[src/rtl/msf_pkg.sv]
// msf_pkg: shared constants and types for the MSF frame validator.
//   - A-bit ranges for the BCD fields, minute-identifier and parity-bit positions
//   - err_code_t: rejection causes reported on err_code_o
//   - state_t:    frame tracking states
package msf_pkg;

  localparam int YEAR_LO   = 17;
  localparam int YEAR_HI   = 24;
  localparam int DATE_LO   = 25;  // month and day of month
  localparam int DATE_HI   = 35;
  localparam int DOW_LO    = 36;
  localparam int DOW_HI    = 38;
  localparam int TIME_LO   = 39;  // hour and minute
  localparam int TIME_HI   = 51;
  localparam int MARKER_LO = 52;
  localparam int MARKER_HI = 59;
  localparam int PAR_LO    = 54;  // 54B..57B carry odd parity for year/date/dow/time
  localparam int PAR_HI    = 57;

  // 52A..59A = 0,1,1,1,1,1,1,0 ; bit 7 holds 52A, bit 0 holds 59A
  localparam logic [7:0] MARKER_PATTERN = 8'b0111_1110;

  typedef enum logic [2:0] {
    ERR_NONE     = 3'd0,
    ERR_SHORT    = 3'd1,
    ERR_LONG     = 3'd2,
    ERR_MARKER   = 3'd3,
    ERR_PAR_YEAR = 3'd4,
    ERR_PAR_DATE = 3'd5,
    ERR_PAR_DOW  = 3'd6,
    ERR_PAR_TIME = 3'd7
  } err_code_t;

  typedef enum logic [1:0] {
    HUNT    = 2'd0,
    COLLECT = 2'd1,
    ARMED   = 2'd2
  } state_t;

  function automatic logic in_range(input logic [5:0] s, input int lo, input int hi);
    return (int'(s) >= lo) && (int'(s) <= hi);
  endfunction

endpackage

[src/rtl/msf_parity_acc.sv]
// msf_parity_acc: four range-gated XOR accumulators over the A bits plus
// capture of the parity bits 54B..57B.
//   clk, rst      : clock, synchronous active-high reset
//   sec           : second index of the symbol presented this cycle
//   a, b          : A and B bits of that symbol
//   valid         : accumulate this symbol
//   clear         : start of a new frame (wins over valid)
//   year_ok .. time_ok : odd parity over field + its parity bit holds
module msf_parity_acc
  import msf_pkg::*;
(
  input  logic       clk,
  input  logic       rst,
  input  logic [5:0] sec,
  input  logic       a,
  input  logic       b,
  input  logic       valid,
  input  logic       clear,
  output logic       year_ok,
  output logic       date_ok,
  output logic       dow_ok,
  output logic       time_ok
);

  logic       year_acc_reg;
  logic       date_acc_reg;
  logic       dow_acc_reg;
  logic       time_acc_reg;
  logic [3:0] b_cap_reg;

  always_ff @(posedge clk) begin
    if (rst || clear) begin
      year_acc_reg <= 1'b0;
      date_acc_reg <= 1'b0;
      dow_acc_reg  <= 1'b0;
      time_acc_reg <= 1'b0;
    end else if (valid) begin
      if (in_range(sec, YEAR_LO, YEAR_HI)) year_acc_reg <= year_acc_reg ^ a;
      if (in_range(sec, DATE_LO, DATE_HI)) date_acc_reg <= date_acc_reg ^ a;
      if (in_range(sec, DOW_LO, DOW_HI))   dow_acc_reg  <= dow_acc_reg ^ a;
      if (in_range(sec, TIME_LO, TIME_HI)) time_acc_reg <= time_acc_reg ^ a;
    end
  end

  // one capture flop per parity bit, index 0 = 54B
  genvar gi;
  generate
    for (gi = 0; gi < 4; gi++) begin : g_bcap
      always_ff @(posedge clk) begin
        if (rst || clear) begin
          b_cap_reg[gi] <= 1'b0;
        end else if (valid && (sec == 6'(PAR_LO + gi))) begin
          b_cap_reg[gi] <= b;
        end
      end
    end
  endgenerate

  assign year_ok = year_acc_reg ^ b_cap_reg[0];
  assign date_ok = date_acc_reg ^ b_cap_reg[1];
  assign dow_ok  = dow_acc_reg  ^ b_cap_reg[2];
  assign time_ok = time_acc_reg ^ b_cap_reg[3];

endmodule

[src/rtl/msf_frame_validator.sv]
// msf_frame_validator: tracks the second index of the MSF symbol stream,
// checks the 52A..59A minute identifier and the 54B..57B parities, and
// pulses frame_ok_o at the minute marker closing a fully valid frame.
//   clk_i, rst_i           : clock, synchronous active-high reset
//   bits_valid_i           : strobe, new second symbol
//   bits_is_second_00_i    : symbol is the minute marker
//   bits_data_i            : [1]=A, [0]=B
//   second_o               : current second (0 in HUNT, LAST_SECOND while armed)
//   frame_ok_o/frame_err_o : one-cycle result pulses
//   err_code_o             : last rejection cause (held)
//   locked_o               : LOCK_FRAMES consecutive good frames seen
// Optional macro MSF_FRAME_STATS_EN adds good_count_o / err_count_o
// (saturating 8-bit frame counters).
module msf_frame_validator
  import msf_pkg::*;
#(
  parameter int LOCK_FRAMES = 2,
  parameter int LAST_SECOND = 59
) (
  input  logic       clk_i,
  input  logic       rst_i,
  input  logic       bits_valid_i,
  input  logic       bits_is_second_00_i,
  input  logic [1:0] bits_data_i,
  output logic [5:0] second_o,
  output logic       frame_ok_o,
  output logic       frame_err_o,
  output logic [2:0] err_code_o,
`ifdef MSF_FRAME_STATS_EN
  output logic [7:0] good_count_o,
  output logic [7:0] err_count_o,
`endif
  output logic       locked_o
);

  localparam logic [3:0] LOCK_VAL = 4'(LOCK_FRAMES);
  localparam logic [5:0] LAST_SEC = 6'(LAST_SECOND);

  state_t     state_reg,  state_next;
  logic [5:0] sec_reg,    sec_next;
  logic       ok_reg,     ok_next;
  logic       err_reg,    err_next;
  err_code_t  code_reg,   code_next;
  logic [3:0] good_reg,   good_next;
  logic [6:0] marker_reg, marker_next;   // 52A..58A, oldest in bit 6

  logic       acc_valid, acc_clear;
  logic [5:0] sec_inc;
  logic       year_ok, date_ok, dow_ok, time_ok;
  err_code_t  check_code;
  logic       marker_sym, a_bit;

  assign marker_sym = bits_is_second_00_i;
  assign a_bit      = bits_data_i[1];
  assign sec_inc    = sec_reg + 6'd1;

  msf_parity_acc u_parity_acc (
    .clk     (clk_i),
    .rst     (rst_i),
    .sec     (sec_inc),
    .a       (bits_data_i[1]),
    .b       (bits_data_i[0]),
    .valid   (acc_valid),
    .clear   (acc_clear),
    .year_ok (year_ok),
    .date_ok (date_ok),
    .dow_ok  (dow_ok),
    .time_ok (time_ok)
  );

  // Evaluated on the final second: the current A bit completes the identifier.
  always_comb begin
    check_code = ERR_NONE;
    if ({marker_reg, a_bit} != MARKER_PATTERN) check_code = ERR_MARKER;
    else if (!year_ok)                         check_code = ERR_PAR_YEAR;
    else if (!date_ok)                         check_code = ERR_PAR_DATE;
    else if (!dow_ok)                          check_code = ERR_PAR_DOW;
    else if (!time_ok)                         check_code = ERR_PAR_TIME;
  end

  always_comb begin
    state_next  = state_reg;
    sec_next    = sec_reg;
    ok_next     = 1'b0;
    err_next    = 1'b0;
    code_next   = code_reg;
    good_next   = good_reg;
    marker_next = marker_reg;
    acc_valid   = 1'b0;
    acc_clear   = 1'b0;
    if (bits_valid_i) begin
      case (state_reg)
        HUNT: begin
          if (marker_sym) begin
            state_next  = COLLECT;
            sec_next    = 6'd0;
            acc_clear   = 1'b1;
            marker_next = '0;
          end
        end
        COLLECT: begin
          if (marker_sym) begin
            // early marker: reject, and treat it as second 00 of a new frame
            err_next    = 1'b1;
            code_next   = ERR_SHORT;
            good_next   = 4'd0;
            sec_next    = 6'd0;
            acc_clear   = 1'b1;
            marker_next = '0;
          end else begin
            sec_next  = sec_inc;
            acc_valid = 1'b1;
            if (in_range(sec_inc, MARKER_LO, MARKER_HI - 1))
              marker_next = {marker_reg[5:0], a_bit};
            if (sec_inc == LAST_SEC) begin
              if (check_code != ERR_NONE) begin
                err_next   = 1'b1;
                code_next  = check_code;
                good_next  = 4'd0;
                sec_next   = 6'd0;
                state_next = HUNT;
              end else begin
                state_next = ARMED;
              end
            end
          end
        end
        ARMED: begin
          if (marker_sym) begin
            ok_next     = 1'b1;
            state_next  = COLLECT;
            sec_next    = 6'd0;
            acc_clear   = 1'b1;
            marker_next = '0;
            if (good_reg != LOCK_VAL) good_next = good_reg + 4'd1;
          end else begin
            err_next   = 1'b1;
            code_next  = ERR_LONG;
            good_next  = 4'd0;
            sec_next   = 6'd0;
            state_next = HUNT;
          end
        end
        default: begin
          state_next = HUNT;
          sec_next   = 6'd0;
        end
      endcase
    end
  end

  always_ff @(posedge clk_i) begin
    if (rst_i) begin
      state_reg  <= HUNT;
      sec_reg    <= 6'd0;
      ok_reg     <= 1'b0;
      err_reg    <= 1'b0;
      code_reg   <= ERR_NONE;
      good_reg   <= 4'd0;
      marker_reg <= '0;
    end else begin
      state_reg  <= state_next;
      sec_reg    <= sec_next;
      ok_reg     <= ok_next;
      err_reg    <= err_next;
      code_reg   <= code_next;
      good_reg   <= good_next;
      marker_reg <= marker_next;
    end
  end

`ifdef MSF_FRAME_STATS_EN
  logic [7:0] good_cnt_reg, err_cnt_reg;

  always_ff @(posedge clk_i) begin
    if (rst_i) begin
      good_cnt_reg <= 8'd0;
      err_cnt_reg  <= 8'd0;
    end else begin
      if (ok_next && (good_cnt_reg != 8'hFF)) good_cnt_reg <= good_cnt_reg + 8'd1;
      if (err_next && (err_cnt_reg != 8'hFF)) err_cnt_reg <= err_cnt_reg + 8'd1;
    end
  end

  assign good_count_o = good_cnt_reg;
  assign err_count_o  = err_cnt_reg;
`endif

  assign second_o    = sec_reg;
  assign frame_ok_o  = ok_reg;
  assign frame_err_o = err_reg;
  assign err_code_o  = code_reg;
  assign locked_o    = (good_reg == LOCK_VAL);

endmodule

[config.mk]
export PLATFORM = sky130hd
export DESIGN_NAME = msf_frame_validator
export DESIGN_NICKNAME = d
export VERILOG_FILES = /design/src/rtl/msf_pkg.sv /design/src/rtl/msf_parity_acc.sv /design/src/rtl/msf_frame_validator.sv
export SDC_FILE = /design/constraint.sdc
export NUM_CORES = 1
export LEC_CHECK = 0
export BUFFER_PORTS_ARGS = -buffer_cell sky130_fd_sc_hd__buf_4
export CORE_AREA = 2 2 68 70
export DETAILED_ROUTE_END_ITERATION = 8
export DIE_AREA = 0 0 70 72
export PLACE_DENSITY_LB_ADDON = 0.15
export SYNTH_ARGS = -nofsm -noshare
export SYNTH_HDL_FRONTEND = slang
export SYNTH_SLANG_ARGS = --single-unit
[constraint.sdc]
create_clock -name clk_i -period 3.88 [get_ports clk_i]
set_input_delay 0.97 -clock clk_i [delete_from_list [all_inputs] [get_ports clk_i]]
set_output_delay 0.97 -clock clk_i [all_outputs]
set_load 0.005 [all_outputs]
---- Word level (Yosys, flattened, before mapping) ----
Cells that the tools add are included.
storage, ports and cells
  register bits after elaboration ......... 32
  bits in latches ......................... 0
  RAM bits ................................ 0
  memory bits (read-only) ................. 0
  input port bits ......................... 6
  output and inout port bits .............. 12
  word-level logic and storage cells ...... 124
  memories ................................ 0
operators by class
  add/subtract/negate cells ............... 2
  $mul .................................... 0
  divide/modulo/power cells ............... 0
  magnitude comparators ................... 10
  equal/unequal tests ..................... 19
  shifts and indexed selects .............. 0
  mux-type cells .......................... 41
  bitwise logic cells ..................... 10
  reductions and logical operators ........ 27
operators with widths
  cell                   count
  $eq A6 B6 Y1 const B   5
  $mux W3                9
  $le A6 B6 Y1 const B   4
  $mux W6                4
  $mux W7                3
  $mux W4                5
  $ge A6 B6 Y1 const B   3
  $pmux W7 S2            1
  $ge A6 B5 Y1 const B   2
  $ne A3 B3 Y1 const B   4
  $pmux W6 S2            1
  $mux W1                10
  $reduce_and A2 Y1      5
  $reduce_and A5 Y1      2
  $logic_and A1 B1 Y1    9
  $mux W2                4
  $ne A2 B2 Y1 const B   4
  $ne A8 B7 Y1 const B   1
  $pmux W4 S2            1
  $reduce_and A4 Y1      2
  $xor A1 B1 Y1          8
  $add A6 B1 Y6 const B  1
  $le A6 B5 Y1 const B   1
  $pmux W2 S3            1
  15 further kinds       19

---- Depth between registers and ports, before layout ----
  word-level depth ........................ 11
  mapped depth ............................ 9
  gate-level depth less buffers ........... 7

---- Cells and area by module ----
From an unflattened synthesis, not the netlist that was laid out.
second synthesis, totals
  cell total of the unflattened synthesis .. 250
  area total of the unflattened synthesis .. 2133.3 µm²
modules (own cells, without submodules)
  module               times used  cells an instance  area each (µm²)  seq. area each (µm²)
  msf_frame_validator  1           192                1636.6           480.5
  msf_parity_acc       1           58                 496.7            160.2

---- Worst setup path after synthesis ----
Ideal clock, no wire load.
  path kind ............................... input port to flip-flop
  start ................................... in bits_data_i[1]
  end ..................................... reg err_reg, in the netlist frame_err_o
  setup time .............................. 122 ps
  arrival ................................. 2099 ps
  required time ........................... 3758 ps
  slack ................................... 1660 ps
  cell stages on the path ................. 4
  buffers on the path ..................... 0
  cells stage by stage .................... or4b_4 -> nor2_2 -> nor2_1 -> o311a_1
on the way
  word-level cells in the longest chain between the ends .. 7
RTL lines
  what                    line                        text
  start: declaration      msf_frame_validator.sv:24   input logic [1:0] bits_data_i,
  $ne A8 B7 Y1            msf_frame_validator.sv:74   if ({marker_reg, a_bit} != MARKER_PATTERN) check_code = ERR_MARKER;
  $mux W3                 msf_frame_validator.sv:74
  $reduce_bool A3 Y1      msf_frame_validator.sv:116  if (check_code != ERR_NONE) begin
  $mux W1                 msf_frame_validator.sv:116
  $mux W1                 msf_frame_validator.sv:115  if (sec_inc == LAST_SEC) begin
  $mux W1                 msf_frame_validator.sv:102  if (marker_sym) begin
  $pmux W1 S2             msf_frame_validator.sv:92   case (state_reg)
  end signal: assignment  msf_frame_validator.sv:165  err_reg <= err_next;
  end: declaration        msf_frame_validator.sv:42   logic err_reg, err_next;
No other way between the ends.
A chain may end at the register's enable or synchronous reset.

---- Final worst setup path ----
  start ................................... reg sec_reg[0], in the netlist second_o[0]
  end ..................................... reg marker_reg[6]
on the way
  word-level cells in the longest chain between the ends .. 5
  elaborated cells on any way between the ends .. 6
  classes of those cells .................. add/sub (1); order compare (2); eq/ne (1); reduce/logical (2)
RTL lines
  what                                                 line                        text
  start: declaration                                   msf_frame_validator.sv:40   logic [5:0] sec_reg, sec_next;
  start signal: assignment                             msf_frame_validator.sv:163  sec_reg <= sec_next;
  $add A6 B1 Y6 (*)                                    msf_frame_validator.sv:55   assign sec_inc = sec_reg + 6'd1;
  $ge A6 B6 Y1 / $le A6 B6 Y1 (equally long branches)  msf_pkg.sv:41               return (int'(s) >= lo) && (int'(s) <= hi);
  $logic_and A1 B1 Y1 (*)                              msf_pkg.sv:41
  $ne A3 B3 Y1 (no line) (*)                           n/a
  $reduce_and A4 Y1 (no line) (*)                      n/a
  end signal: assignment                               msf_frame_validator.sv:168  marker_reg <= marker_next;
  end: declaration                                     msf_frame_validator.sv:45   logic [6:0] marker_reg, marker_next;
Mark *: on every way between the ends. The rest lies on a longest branch, timed or not.

==> results_dict.tcl <==
set metrics [dict create \
    status "complete, no violations" \
    overflow 0 \
    postLayoutCoreUtil 0.577 \
    area_growth_syn_to_layout_pct 7.03 \
    worstMarginPinSlew_ps 932 \
    place_congestion 0.876 \
    end_kind "flip-flop" \
    antenna_found_initial 0 \
    drc 0 \
    design.core.area_um2 4260 \
    rows 24 \
    grt_pass1_wl_um 9210 \
    r2r-end "marker_reg[6]" \
    cts.sinks 32 \
    period_share 0.768 \
    h-tree-depth 2 \
    crit_chain "ha_1 -> nand4b_1 -> o32ai_2 -> o211ai_1 -> a311o_1 -> a22o_1" \
    synth_cell_types 65 \
    finClkSkew_ps 6.95 \
    timing.setup.tns_ps 0 \
    drt-initial-drc-count 227 \
    syn-mean-instance-area_um2 8.23 \
    p_leak_nw 0.958 \
    rsz0062_at_grt "no" \
    n_fill_cell 402 \
    power_frac_clock 0.399 \
    clk_pin_slew_ps 70 \
    largest_reg_flops 7 \
    port_buffers 17 \
    postCtsHoldBufs 0 \
    cp-startpoint "second_o[0]" \
    pwr-share-comb 0.093 \
    crit_type "flip-flop to flip-flop" \
    peakVddDrop_uv 248 \
    layout_min_cycle_time_ps 2980 \
    timing.final.max_slew_violations 0 \
    internal_power_w 0.000495 \
    critPathSlowestCell "ha_1" \
    syn_inst 279 \
    ios 18 \
    swShare 0.251 \
    synth_edf_count 0 \
    worstHoldPathType "flip-flop to flip-flop" \
    antenna_left 0 \
    arrival_ps 3160 \
    endpoint "marker_reg[6]" \
    max_freq_ghz 0.335 \
    multiInputGateArea_um2 1480 \
    drv_cap 0 \
    slew-limit-headroom 0.378 \
    yosysWarnings 0 \
    hold_slack_ps 466 \
    fin_nets 306 \
    grt_pass1_vias 1856 \
    wl_per_cell_um 16.0 \
    cts_buffer_depth 2 \
    grt.total_usage 0.225 \
    first_pass_iters 5 \
    p_switching_w 0.000166 \
    diodes 0 \
    pwr_density_cell_nw_per_um2 269 \
    required_ps 4060 \
    die_x_um 70 \
    p_seq_frac 0.508 \
    r2r_slack_ps 900 \
    mostFrequentLayoutCells "nand2_1, dfxtp_1, nor2_1, a21oi_1, buf_4" \
    postCtsSetupBuffers 0 \
    hpwl_um 3980 \
    grt_max_degree 27 \
    drive_above_1_share 0.131 \
    cts_root_buffer "clkbuf_8" \
    cts_tree "built" \
    clkLatencyLatePin_ps 290 \
    synthFlopType "dfxtp_1" \
    dieArea_um2 5040 \
    synthArstFlopShare 0 \
    chipHeight_um 72 \
    synth_nets 296 \
    power_w 0.000661 \
    start_kind "flip-flop" \
    cpPeakStageDelay_ps 780 \
    ys_seq_elements 32 \
    initial_utilization 0.539 \
    num_vias 2142 \
    wl_um 5470 \
    cp_max_fo 23 \
    finalHoldViolations 0 \
    setup_viol 0 \
    cts.repair.resized 0 \
    cts_made_buffers 5 \
    viasPerCell 6.26 \
    yosysSeqAreaShare 0.279 \
    rr_startpoint "second_o[0]" \
    seqCellArea_um2 641 \
    worstRegToRegCells 6 \
    syn_area_um2 2300 \
]
power groups by stage:
stage               sequential [W]  combinational (W)  clock, W
floorplan                 0.000342          0.0000433         0
global placement          0.000343          0.0000604         0
detailed placement        0.000343          0.0000609         0
CTS                       0.000335          0.0000610  0.000269
global route              0.000336          0.0000677  0.000285
finish                    0.000336          0.0000615  0.000264
synth_stat cells (3+ instances only):
master     count  area [µm²]
dfxtp_1       32         641
nand2_1       32         120
nor2_1        20        75.1
a21oi_1       18        90.1
nand3_1       12        60.1
ha_1          11         138
inv_1         11        41.3
o21ai_0        9        45.0
mux2i_1        8        80.1
nand2b_1       8        50.1
a22o_1         7        61.3
xor2_1         7        61.3
buf_6          6        67.6
nor3_1         6        30.0
buf_2          5        25.0
o211ai_1       5        37.5
a31oi_1        4        25.0
nor4_1         4        25.0
o21ai_1        4        20.0
a311oi_1       3        26.3
nand4_1        3        18.8
nand4b_1       3        26.3
nor2b_1        3        18.8
o2111ai_1      3        26.3
xnor2_1        3        26.3
logic make-up after synthesis:
kind of cell	after synthesis	share of synthesized area
mux	9	0.0398
compound gates	80	0.249
flops	32	0.279
xor+xnor	10	0.0381
buf+inv	27	0.0768
fa+ha+maj	11	0.0599
simple gates	110	0.257
final cells by class:
| type | count | share of cell area |
|---|---|---|
| Multi-Input combinational cell | 220 | 0.602 |
| Sequential cell | 32 | 0.261 |
| Timing Repair Buffer | 18 | 0.0550 |
| Clock buffer | 6 | 0.0336 |
| Tap cell | 52 | 0.0265 |
| Inverter | 12 | 0.0183 |
| Clock inverter | 2 | 0.00407 |
stage by stage:
| stage | setup WS [ps] | instances | area [µm²] |
|---|---|---|---|
| 2_1_floorplan | 1660 | 279 | 2300 |
| 3_3_place_gp | 1100 | 334 | 2370 |
| 3_5_place_dp | 982 | 334 | 2370 |
| 4_1_cts | 968 | 342 | 2460 |
| 6_report | 899 | 342 | 2460 |
| 5_1_grt | 748 | 342 | 2460 |
metal layers:
layer / global-route usage / wire, µm
met1: 0.327 / 2670
met2: 0.332 / 2420
met3: 0.0514 / 297
met4: 0.0684 / 85
met5: 0 / 0
critical path, delay by kind of cell (launching register included):
kind,cells,cell delay (ps)
compound gates,4,1080
fa+ha+maj,1,780
flops,1,660
simple gates,1,340
worst min path at each step:
stage	start	to	slack [ps]	cells past startpoint
finish	err_code_o[2]	err_code_o[2]	470	2
global route	marker_reg[6]	marker_reg[6]	490	1
floorplan	marker_reg[6]	marker_reg[6]	430	1
CTS	err_code_o[2]	err_code_o[2]	470	2
detailed placement	marker_reg[6]	marker_reg[6]	460	1
global placement	marker_reg[6]	marker_reg[6]	450	1
(Power assumes the default switching activity.)
